$ cat src/rtl/qpu_dtcm_pkg.sv
// -----------------------------------------------------------------------------
// qpu_dtcm_pkg
// Shared definitions for the two-master DTCM controller:
//   - default SRAM geometry (word address, data and byte-mask widths)
//   - default idle threshold for SRAM light-sleep entry
//   - master port identifiers
//   - response-buffer entry layout at the default data width
//   - credit helper used by the arbiter
// -----------------------------------------------------------------------------
package qpu_dtcm_pkg;

    localparam int RAM_AW_DEF      = 12;
    localparam int RAM_DW_DEF      = 32;
    localparam int RAM_MW_DEF      = RAM_DW_DEF / 8;
    localparam int IDLE_CYCLES_DEF = 16;

    localparam logic PORT_A = 1'b0;
    localparam logic PORT_B = 1'b1;

    // One buffered response: owning port plus read data (zero for writes).
    typedef struct packed {
        logic                  id;
        logic [RAM_DW_DEF-1:0] rdata;
    } rsp_entry_t;

    // A new command may only be accepted when the buffered responses plus the
    // access still travelling through the SRAM leave room in the 2-entry buffer.
    function automatic logic has_credit(input logic [1:0] count, input logic inflight);
        return ({1'b0, count} + {2'b00, inflight}) < 3'd2;
    endfunction

endpackage

$ cat src/rtl/qpu_dtcm_rsp_fifo.sv
// -----------------------------------------------------------------------------
// qpu_dtcm_rsp_fifo
// Two-entry synchronous FIFO holding in-order responses for both masters.
// Push and pop in the same cycle are allowed (count unchanged); a pop while
// empty is ignored. Pointers are single bits and wrap modulo 2.
//
// Ports:
//   clk, rst_n    clock, asynchronous active-low reset (control state only)
//   push_i        write push_data_i at the tail
//   push_data_i   entry to store (W bits)
//   pop_i         drop the head entry
//   head_o        entry at the head (meaningful only when !empty_o)
//   count_o       number of stored entries (0..2)
//   empty_o       no entries stored
// -----------------------------------------------------------------------------
module qpu_dtcm_rsp_fifo
    import qpu_dtcm_pkg::*;
#(
    parameter int W = $bits(rsp_entry_t)
) (
    input  logic         clk,
    input  logic         rst_n,
    input  logic         push_i,
    input  logic [W-1:0] push_data_i,
    input  logic         pop_i,
    output logic [W-1:0] head_o,
    output logic [1:0]   count_o,
    output logic         empty_o
);

    logic [W-1:0] mem_q [2];
    logic         wr_ptr_q, wr_ptr_d;
    logic         rd_ptr_q, rd_ptr_d;
    logic [1:0]   count_q, count_d;
    logic         do_push, do_pop;

    assign do_pop  = pop_i & (count_q != 2'd0);
    // A full buffer can still take a push when the head leaves in the same cycle.
    assign do_push = push_i & ((count_q != 2'd2) | do_pop);

    always_comb begin
        wr_ptr_d = wr_ptr_q ^ do_push;
        rd_ptr_d = rd_ptr_q ^ do_pop;
        count_d  = count_q + {1'b0, do_push} - {1'b0, do_pop};
    end

    always_ff @(posedge clk or negedge rst_n) begin
        if (!rst_n) begin
            wr_ptr_q <= 1'b0;
            rd_ptr_q <= 1'b0;
            count_q  <= 2'd0;
        end else begin
            wr_ptr_q <= wr_ptr_d;
            rd_ptr_q <= rd_ptr_d;
            count_q  <= count_d;
        end
    end

    always_ff @(posedge clk) begin
        if (do_push) begin
            mem_q[wr_ptr_q] <= push_data_i;
        end
    end

    assign head_o  = mem_q[rd_ptr_q];
    assign count_o = count_q;
    assign empty_o = (count_q == 2'd0);

endmodule

$ cat src/rtl/qpu_dtcm_ctrl.sv
// -----------------------------------------------------------------------------
// qpu_dtcm_ctrl
// Two-master DTCM controller driving a single-port SRAM wrapper with 1-cycle
// read latency. Port A (LSU) and port B (loader bus) each have a valid/ready
// command channel and a valid/ready response channel. One SRAM access per
// cycle, round-robin arbitration on contention, responses returned strictly
// in order through a shared 2-entry buffer.
//
// Build option:
//   QPU_DTCM_CTRL_LS_EN  when defined, ram_ls is raised after IDLE_CYCLES idle
//                        cycles; a command then wakes the SRAM with one cycle
//                        of penalty. When undefined ram_ls is tied to 0.
//
// Ports:
//   clk, rst_n                       clock, asynchronous active-low reset
//   {a,b}_cmd_valid/ready            command handshake
//   {a,b}_cmd_read                   1 = read, 0 = write
//   {a,b}_cmd_addr                   byte address, bits [1:0] ignored
//   {a,b}_cmd_wdata/wmask            write data and byte mask
//   {a,b}_rsp_valid/ready            response handshake
//   {a,b}_rsp_rdata                  read data (0 for writes / when not valid)
//   ram_cs, ram_we, ram_addr         SRAM select, write, word address
//   ram_wem, ram_din                 SRAM byte write mask and write data
//   ram_dout                         SRAM read data, valid the cycle after cs
//   ram_sd, ram_ds, ram_ls           SRAM power controls (sd/ds tied 0)
// -----------------------------------------------------------------------------
module qpu_dtcm_ctrl
    import qpu_dtcm_pkg::*;
#(
    parameter int RAM_AW      = RAM_AW_DEF,
    parameter int RAM_DW      = RAM_DW_DEF,
    parameter int RAM_MW      = RAM_MW_DEF,
    parameter int IDLE_CYCLES = IDLE_CYCLES_DEF
) (
    input  logic              clk,
    input  logic              rst_n,

    input  logic              a_cmd_valid,
    output logic              a_cmd_ready,
    input  logic              a_cmd_read,
    input  logic [RAM_AW+1:0] a_cmd_addr,
    input  logic [RAM_DW-1:0] a_cmd_wdata,
    input  logic [RAM_MW-1:0] a_cmd_wmask,
    output logic              a_rsp_valid,
    input  logic              a_rsp_ready,
    output logic [RAM_DW-1:0] a_rsp_rdata,

    input  logic              b_cmd_valid,
    output logic              b_cmd_ready,
    input  logic              b_cmd_read,
    input  logic [RAM_AW+1:0] b_cmd_addr,
    input  logic [RAM_DW-1:0] b_cmd_wdata,
    input  logic [RAM_MW-1:0] b_cmd_wmask,
    output logic              b_rsp_valid,
    input  logic              b_rsp_ready,
    output logic [RAM_DW-1:0] b_rsp_rdata,

    output logic              ram_cs,
    output logic              ram_we,
    output logic [RAM_AW-1:0] ram_addr,
    output logic [RAM_MW-1:0] ram_wem,
    output logic [RAM_DW-1:0] ram_din,
    input  logic [RAM_DW-1:0] ram_dout,
    output logic              ram_sd,
    output logic              ram_ds,
    output logic              ram_ls
);

    typedef struct packed {
        logic              id;
        logic [RAM_DW-1:0] rdata;
    } entry_t;

    localparam int ENTRY_W = $bits(entry_t);

    // run_q keeps the command side closed while reset is asserted, so every
    // output is 0 during reset even if a master holds cmd_valid high.
    logic run_q;
    logic prio_q, prio_d;
    logic inflight_q, inflight_d;
    logic inf_id_q, inf_id_d;
    logic inf_rd_q, inf_rd_d;

    logic              any_valid;
    logic              winner;
    logic              credit;
    logic              ls_block;
    logic              hs;
    logic              win_read;
    logic [RAM_AW+1:0] win_addr;
    logic [RAM_DW-1:0] win_wdata;
    logic [RAM_MW-1:0] win_mask;

    entry_t     inflight_entry;
    entry_t     fifo_head;
    entry_t     rsp_head;
    logic [1:0] fifo_count;
    logic       fifo_empty;
    logic       fifo_push;
    logic       fifo_pop;
    logic       rsp_avail;
    logic       pop_any;

    logic unused_addr_lsb;

    // ------------------------------------------------------------------
    // Arbitration: prio_q names the port that wins the next contention.
    // ------------------------------------------------------------------
    always_comb begin
        any_valid = a_cmd_valid | b_cmd_valid;
        if (a_cmd_valid && b_cmd_valid) begin
            winner = prio_q;
        end else if (b_cmd_valid) begin
            winner = PORT_B;
        end else begin
            winner = PORT_A;
        end
        credit = has_credit(fifo_count, inflight_q);
        hs     = run_q & credit & ~ls_block & any_valid;
    end

    assign a_cmd_ready = hs & (winner == PORT_A);
    assign b_cmd_ready = hs & (winner == PORT_B);

    always_comb begin
        win_read  = a_cmd_read;
        win_addr  = a_cmd_addr;
        win_wdata = a_cmd_wdata;
        win_mask  = a_cmd_wmask;
        if (winner == PORT_B) begin
            win_read  = b_cmd_read;
            win_addr  = b_cmd_addr;
            win_wdata = b_cmd_wdata;
            win_mask  = b_cmd_wmask;
        end
    end

    assign unused_addr_lsb = ^win_addr[1:0];

    // ------------------------------------------------------------------
    // SRAM drive: everything is zero outside a handshake cycle.
    // ------------------------------------------------------------------
    always_comb begin
        ram_cs   = hs;
        ram_we   = hs & ~win_read;
        ram_addr = hs ? win_addr[RAM_AW+1:2] : '0;
        ram_wem  = (hs & ~win_read) ? win_mask : '0;
        ram_din  = (hs & ~win_read) ? win_wdata : '0;
    end

    assign ram_sd = 1'b0;
    assign ram_ds = 1'b0;

    // ------------------------------------------------------------------
    // Control state
    // ------------------------------------------------------------------
    always_comb begin
        prio_d     = hs ? ~winner : prio_q;
        inflight_d = hs;
        inf_id_d   = hs ? winner : inf_id_q;
        inf_rd_d   = hs ? win_read : inf_rd_q;
    end

    always_ff @(posedge clk or negedge rst_n) begin
        if (!rst_n) begin
            run_q      <= 1'b0;
            prio_q     <= PORT_A;
            inflight_q <= 1'b0;
            inf_id_q   <= PORT_A;
            inf_rd_q   <= 1'b0;
        end else begin
            run_q      <= 1'b1;
            prio_q     <= prio_d;
            inflight_q <= inflight_d;
            inf_id_q   <= inf_id_d;
            inf_rd_q   <= inf_rd_d;
        end
    end

    // ------------------------------------------------------------------
    // Response path. The access in flight is logically the entry behind the
    // buffer tail: when the buffer is empty it is presented directly (giving
    // a 1-cycle response), and it is only stored if it is not consumed in
    // that same cycle. This keeps 1 access/cycle while responses drain.
    // ------------------------------------------------------------------
    always_comb begin
        inflight_entry.id    = inf_id_q;
        inflight_entry.rdata = inf_rd_q ? ram_dout : '0;
        rsp_head             = fifo_empty ? inflight_entry : fifo_head;
        rsp_avail            = ~fifo_empty | inflight_q;
    end

    assign a_rsp_valid = rsp_avail & (rsp_head.id == PORT_A);
    assign b_rsp_valid = rsp_avail & (rsp_head.id == PORT_B);
    assign a_rsp_rdata = a_rsp_valid ? rsp_head.rdata : '0;
    assign b_rsp_rdata = b_rsp_valid ? rsp_head.rdata : '0;

    assign pop_any   = (a_rsp_valid & a_rsp_ready) | (b_rsp_valid & b_rsp_ready);
    assign fifo_pop  = pop_any & ~fifo_empty;
    assign fifo_push = inflight_q & ~(fifo_empty & pop_any);

    qpu_dtcm_rsp_fifo #(
        .W (ENTRY_W)
    ) u_rsp_fifo (
        .clk         (clk),
        .rst_n       (rst_n),
        .push_i      (fifo_push),
        .push_data_i (inflight_entry),
        .pop_i       (fifo_pop),
        .head_o      (fifo_head),
        .count_o     (fifo_count),
        .empty_o     (fifo_empty)
    );

    // ------------------------------------------------------------------
    // Light sleep
    // ------------------------------------------------------------------
`ifdef QPU_DTCM_CTRL_LS_EN
    localparam logic [7:0] IDLE_THR = 8'(IDLE_CYCLES);

    logic [7:0] idle_cnt_q, idle_cnt_d;
    logic       ls_q, ls_d;

    always_comb begin
        idle_cnt_d = idle_cnt_q;
        ls_d       = ls_q;
        if (any_valid) begin
            // Wake request: sleep drops at the next edge, commands wait one cycle.
            idle_cnt_d = '0;
            ls_d       = 1'b0;
        end else if (inflight_q || !fifo_empty) begin
            idle_cnt_d = '0;
        end else begin
            if (idle_cnt_q != 8'hFF) begin
                idle_cnt_d = idle_cnt_q + 8'd1;
            end
            if (idle_cnt_d >= IDLE_THR) begin
                ls_d = 1'b1;
            end
        end
    end

    always_ff @(posedge clk or negedge rst_n) begin
        if (!rst_n) begin
            idle_cnt_q <= '0;
            ls_q       <= 1'b0;
        end else begin
            idle_cnt_q <= idle_cnt_d;
            ls_q       <= ls_d;
        end
    end

    assign ls_block = ls_q;
    assign ram_ls   = ls_q;
`else
    logic unused_idle_cfg;

    assign unused_idle_cfg = (IDLE_CYCLES != 0);
    assign ls_block        = 1'b0;
    assign ram_ls          = 1'b0;
`endif

endmodule

$ cat config.mk
export PLATFORM = sky130hd
export DESIGN_NAME = qpu_dtcm_ctrl
export DESIGN_NICKNAME = d
export VERILOG_FILES = /design/src/rtl/qpu_dtcm_pkg.sv /design/src/rtl/qpu_dtcm_rsp_fifo.sv /design/src/rtl/qpu_dtcm_ctrl.sv
export SDC_FILE = /design/constraint.sdc
export NUM_CORES = 1
export LEC_CHECK = 0
export ABC_CLOCK_PERIOD_IN_PS = 6500
export BUFFER_PORTS_ARGS = -buffer_cell sky130_fd_sc_hd__buf_2
export CORE_UTILIZATION = 45
export CTS_CLUSTER_SIZE = 10
export DETAILED_ROUTE_END_ITERATION = 6
export PLACE_DENSITY = 0.79
export SYNTH_ARGS = -nofsm -noshare
export SYNTH_HDL_FRONTEND = slang
export SYNTH_SLANG_ARGS = --single-unit
$ cat constraint.sdc
create_clock -name clk -period 6.5 [get_ports clk]
set_input_delay 0.975 -clock clk [delete_from_list [all_inputs] [get_ports clk]]
set_output_delay 0.975 -clock clk [all_outputs]
set_load 0.01 [all_outputs]
## Word level (Yosys, flattened, before mapping)

Memories as Yosys holds them, arrays and structs flattened.
Cells that the tools add are included.

| word-level totals | value |
|---|---|
| memories | 1 |
| logic and storage cells | 57 |
| bits in writable memories | 66 |
| output and inout bits | 121 |
| register bits after elaboration | 9 |

Memory list:

| memory | words | width | read ports | clocked after memory_dff | wr ports | line | RTL |
|---|---|---|---|---|---|---|---|
| u_rsp_fifo.mem_q | 2 | 33 | 1 | 0 | 1 | qpu_dtcm_rsp_fifo.sv:31 | `logic [W-1:0] mem_q [2];` |

| operators by class | value |
|---|---|
| bitwise gates (word level) | 25 |
| add/subtract/negate cells | 3 |
| equal/unequal tests | 1 |
| mux-type cells | 15 |
| reductions and logical operators | 3 |
| magnitude comparators | 1 |

Operators with widths:

| cell | count |
|---|---|
| $mux 32 | 5 |
| $mux 33 | 1 |
| $and 1x1->1 | 14 |
| $mux 14 | 1 |
| $mux 12 | 1 |
| $mux 4 | 2 |
| $mux 1 | 5 |
| $not 1->1 | 5 |
| $or 1x1->1 | 4 |
| $add 2x1->3 | 1 |
| $lt 3x2->1 const B | 1 |
| $add 2x1->2 | 1 |
| $logic_not 2->1 | 1 |
| $ne 2x2->1 const B | 1 |
| $reduce_bool 2->1 | 1 |
| $sub 2x1->2 | 1 |
| $xor 1x1->1 | 2 |
| $logic_and 1x1->1 | 1 |

## Logic depth before layout (Yosys ltp)

| depth | value |
|---|---|
| depth after elaboration | 12 |
| depth in mapped cells | 9 |
| mapped depth without buffers | 8 |

## Cells and area by module

A second synthesis with hierarchy kept.

| second synthesis, totals | value |
|---|---|
| cells, all modules | 517 |
| area total of the unflattened synthesis | 5,182.5 um^2 |

Modules (own cells, without submodules):

| module | area an instance (um^2) | cells an instance | instances |
|---|---|---|---|
| qpu_dtcm_rsp_fifo | 2,730.1 | 126 | 1 |
| qpu_dtcm_ctrl | 2,452.4 | 391 | 1 |

## Worst setup path after synthesis

Ideal clock, no wire load.

| path | value |
|---|---|
| path kind | input-to-output |
| start | input port b_cmd_valid |
| end | output port ram_din[10] |
| arrival time | 2.117 ns |
| setup slack | 3.408 ns |
| path buffers | 3 |
| stages | 6 |
| cell sequence | buf_4 -> inv_2 -> or3_1 -> buf_6 -> buf_6 -> a221oi_2 |

| on the way | value |
|---|---|
| word-level cells in the longest chain between the ends | 6 |
| elaborated cells between the ends (all ways) | 10 |
| classes of those cells | 5 x mux; 4 x bitwise; 1 x reduce/logical |

RTL lines:

| element | line | RTL |
|---|---|---|
| from (decl) | qpu_dtcm_ctrl.sv:48 | `input logic b_cmd_valid,` |
| $mux 1 or $logic_and 1x1->1 (tied branches) | qpu_dtcm_ctrl.sv:113, qpu_dtcm_ctrl.sv:111 |  |
| $mux 1 | qpu_dtcm_ctrl.sv:111 | `if (a_cmd_valid && b_cmd_valid) begin` |
| $mux 1 | qpu_dtcm_ctrl.sv:130 | `if (winner == PORT_B) begin` |
| $not 1->1 | qpu_dtcm_ctrl.sv:148 | `ram_din = (hs & ~win_read) ? win_wdata : '0;` |
| $and 1x1->1 | qpu_dtcm_ctrl.sv:148 |  |
| $mux 32 (*) | qpu_dtcm_ctrl.sv:148 |  |
| to (decl) | qpu_dtcm_ctrl.sv:62 | `output logic [RAM_DW-1:0] ram_din,` |

Mark *: on every way between the ends. The rest lies on a longest branch, timed or not.

## Worst setup path in the final report

| path | value |
|---|---|
| start | input port b_cmd_valid |
| end | output port ram_din[16] |

The elaborated chain is that of the path after synthesis.

==> flow_metrics.env <==
export IMPL_fin_crit_sh=0.751
export IMPL_io_buffer_count=253
export IMPL_clock_latency_ps=320
export IMPL_switching_share=0.408
export IMPL_grt_pass1_vias=4230
export IMPL_clkTransAtPathRegs_ps=60
export IMPL_dp_hpwl_um=9750
export IMPL_grt_total_usage=0.217
export IMPL_worst_path_max_delay_cell="or3_2"
export IMPL_cpLargestDelayFamily="buffers and inverters"
export IMPL_final_cell_mix="buf_2 (253), edfxtp_1 (66), nand3b_1 (50), o21ai_0 (50), inv_1 (37)"
export IMPL_postCtsSetupRepairBufs=0
export IMPL_routed_via_density=5.65
export IMPL_antenna_found_initial=0
export IMPL_cts_tree="built"
export IMPL_drc=0
export IMPL_pwr_share_clk=0.193
export IMPL_hold_buffers=0
export IMPL_h_tree_depth=3
export IMPL_cts_inserted_buffers=9
export IMPL_core_area_um2=11000
export IMPL_vias=4781
export IMPL_p_leak_nw=3.02
export IMPL_start_util=0.468
export IMPL_setup_viol=0
export IMPL_p_seq_frac=0.319
export IMPL_cp_common_cell="buf_2"
export IMPL_antennaDiodeCount=0
export IMPL_post_cts_resized=0
export IMPL_drt_iter0_drc=302
export IMPL_ant_nets=0
export IMPL_rsz0062_at_grt="no"
export IMPL_synth_top_area_frac=0.384
export IMPL_power_total_w=0.00246
export IMPL_hold_class="in2async"
export IMPL_clock_skew_ps=8.57
export IMPL_die_h_um=109
export IMPL_overflow=0
export IMPL_yosys_area_top_type="edfxtp_1"
export IMPL_grt_max_degree=103
export IMPL_nets=846
export IMPL_dr_wl_met3_um=859
export IMPL_end_kind="primary output"
export IMPL_internal_power_w=0.00145
export IMPL_combinationalPowerShare=0.488
export IMPL_whs_ps=500
export IMPL_crit_path_max_fanout=52
export IMPL_outcome="completed"
export IMPL_synth_area_top_cells="edfxtp_1 (38%), a221oi_2 (8.4%), nand3b_1 (7.3%), mux2i_1 (7.0%), o22ai_2 (6.8%)"
export IMPL_fin_ws_ps=1620
export IMPL_top_layer="met4"
export IMPL_critPathKind="in2out"
export IMPL_globalplace_congestion=0.763
export IMPL_grt_pass1_wl_um=20100
export IMPL_met2WireLength_um=6940
export IMPL_die_area_um2=11900
export IMPL_synth_seq_cells=75
export IMPL_path_cells="buf_2, inv_2, or3_2, a221oi_2, buf_2"
export IMPL_min_period_ps=4880
export IMPL_vdd_ir_drop_max_mv=0.202
export IMPL_place_ws_ps=1670
export IMPL_routed_wl_um=13600
export IMPL_wl_per_cell_um=16.1
export IMPL_yosys_warnings=0
export IMPL_cts_root_buf="clkbuf_16"
export IMPL_netlist_instances=487
export IMPL_finalSetupTns_ps=0
export IMPL_cp_required_ps=5520
export IMPL_worstSetupStartpointType="input port"
export IMPL_drtPass1Iterations=5
export IMPL_path_buf_inv=3
export IMPL_num_rows=38
export IMPL_hold_viol=0
export IMPL_ys_seq_area_frac=0.427
export IMPL_synth_distinct_cells=36
export IMPL_clock_path_buffers=2
export IMPL_syn_avg_cell_area_um2=10.6
export IMPL_slew_violations=0
export IMPL_drv_cap=0
export IMPL_drive_gt1_frac=0.487
export IMPL_area_growth_pct=28.9
export IMPL_fmax_ghz=0.205
export IMPL_chipWidth_um=109
export IMPL_cp_data_arrival_time_ps=3900
export IMPL_slew_limit_headroom=0.209
export IMPL_p_sw_w=0.00100
export IMPL_cts_sinks=75
export IMPL_drt_met1_wl_um=5650
export IMPL_slowest_delay_ps=1040
export IMPL_syn_area_um2=5160
export IMPL_mostFrequentLayoutCell="buf_2"
export IMPL_powerDensity_nw_per_um2=369
export IMPL_tightest_slew_ps=1180
export IMPL_io_pins=261
path summary, 6_finish.rpt:
| kind | startpoint | end | slack, ps | depth (start not counted) |
|---|---|---|---|---|
| min reg2reg | prio_q | prio_q | 570 | 1 |
| max in group asynchronous | rst_n | u_rsp_fifo.rd_ptr_q | 5800 | 1 |
| min | rst_n | u_rsp_fifo.rd_ptr_q | 500 | 1 |
| max | b_cmd_valid | ram_din[16] | 1620 | 5 |
| max reg2reg | u_rsp_fifo.rd_ptr_q | u_rsp_fifo.mem_q[1][10] | 3130 | 5 |
| min in group clk | prio_q | prio_q | 570 | 1 |
routing by layer:
layer,global-route usage,up-vias
li1,-,2281
met1,0.251,2258
met2,0.391,224
met3,0.0514,18
met4,0.0695,0
met5,0,-
cell usage after synthesis, drive strengths merged:
| cell | n |
|---|---|
| nand2 | 35 |
| xnor2 | 2 |
| mux2i | 36 |
| conb | 2 |
| nand3b | 50 |
| edfxtp | 66 |
| or2 | 2 |
| a221oi | 36 |
| nand3 | 2 |
| a21boi | 1 |
| a31oi | 3 |
| mux2 | 3 |
| a21oi | 13 |
| buf | 31 |
| o31ai | 2 |
| or3 | 1 |
| nor2b | 2 |
| inv | 38 |
| ha | 4 |
| nand2b | 1 |
| clkbuf | 27 |
| o21ai | 51 |
| o22ai | 64 |
| o21bai | 1 |
| dfrtp | 9 |
| nor2 | 5 |
cell families after synthesis:
group	synth area share
xor gates and xnor gates	0.00339
other	0.00145
AOI/OAI and AO/OA	0.280
DFF	0.427
adders and majority gates	0.00969
muxes	0.0770
and+or+nand+nor	0.111
buffers and inverters	0.0899
per-stage QoR:
step,cell area (µm²),utilization,std cells
finish,6660,0.604,846
global route,6660,0.604,846
CTS,6660,0.604,846
detailed placement,6370,0.577,831
global placement,6370,0.577,831
floorplan,5170,-,489
sequential cells by signal (all words and copies together) (netlist names):
signal,count
u_rsp_fifo.mem_q,66
u_rsp_fifo.count_o,2
inf_id_q,1
inf_rd_q,1
inflight_q,1
prio_q,1
run_q,1
u_rsp_fifo.rd_ptr_q,1
u_rsp_fifo.wr_ptr_q,1
area by class of cell:
| cell class | count | area (µm²) |
|---|---|---|
| clock buffer | 9 | 225 |
| clock inverter | 6 | 65.1 |
| fill | 918 | 4370 |
| inverter | 38 | 143 |
| multi-input combinational | 318 | 2520 |
| sequential | 75 | 2210 |
| tap | 140 | 175 |
| timing repair buffer | 260 | 1320 |
power by group through the flow:
| stage | combinational, W | sequential, W | clock (W) |
|---|---|---|---|
| after floorplan | 0.000936 | 0.000701 | 0 |
| after global placement | 0.00116 | 0.000784 | 0 |
| after detailed placement | 0.00120 | 0.000790 | 0 |
| after CTS | 0.00120 | 0.000781 | 0.000485 |
| after global routing | 0.00131 | 0.000797 | 0.000506 |
| final | 0.00120 | 0.000783 | 0.000475 |
No activity file was read; power rests on OpenSTA's default activity.
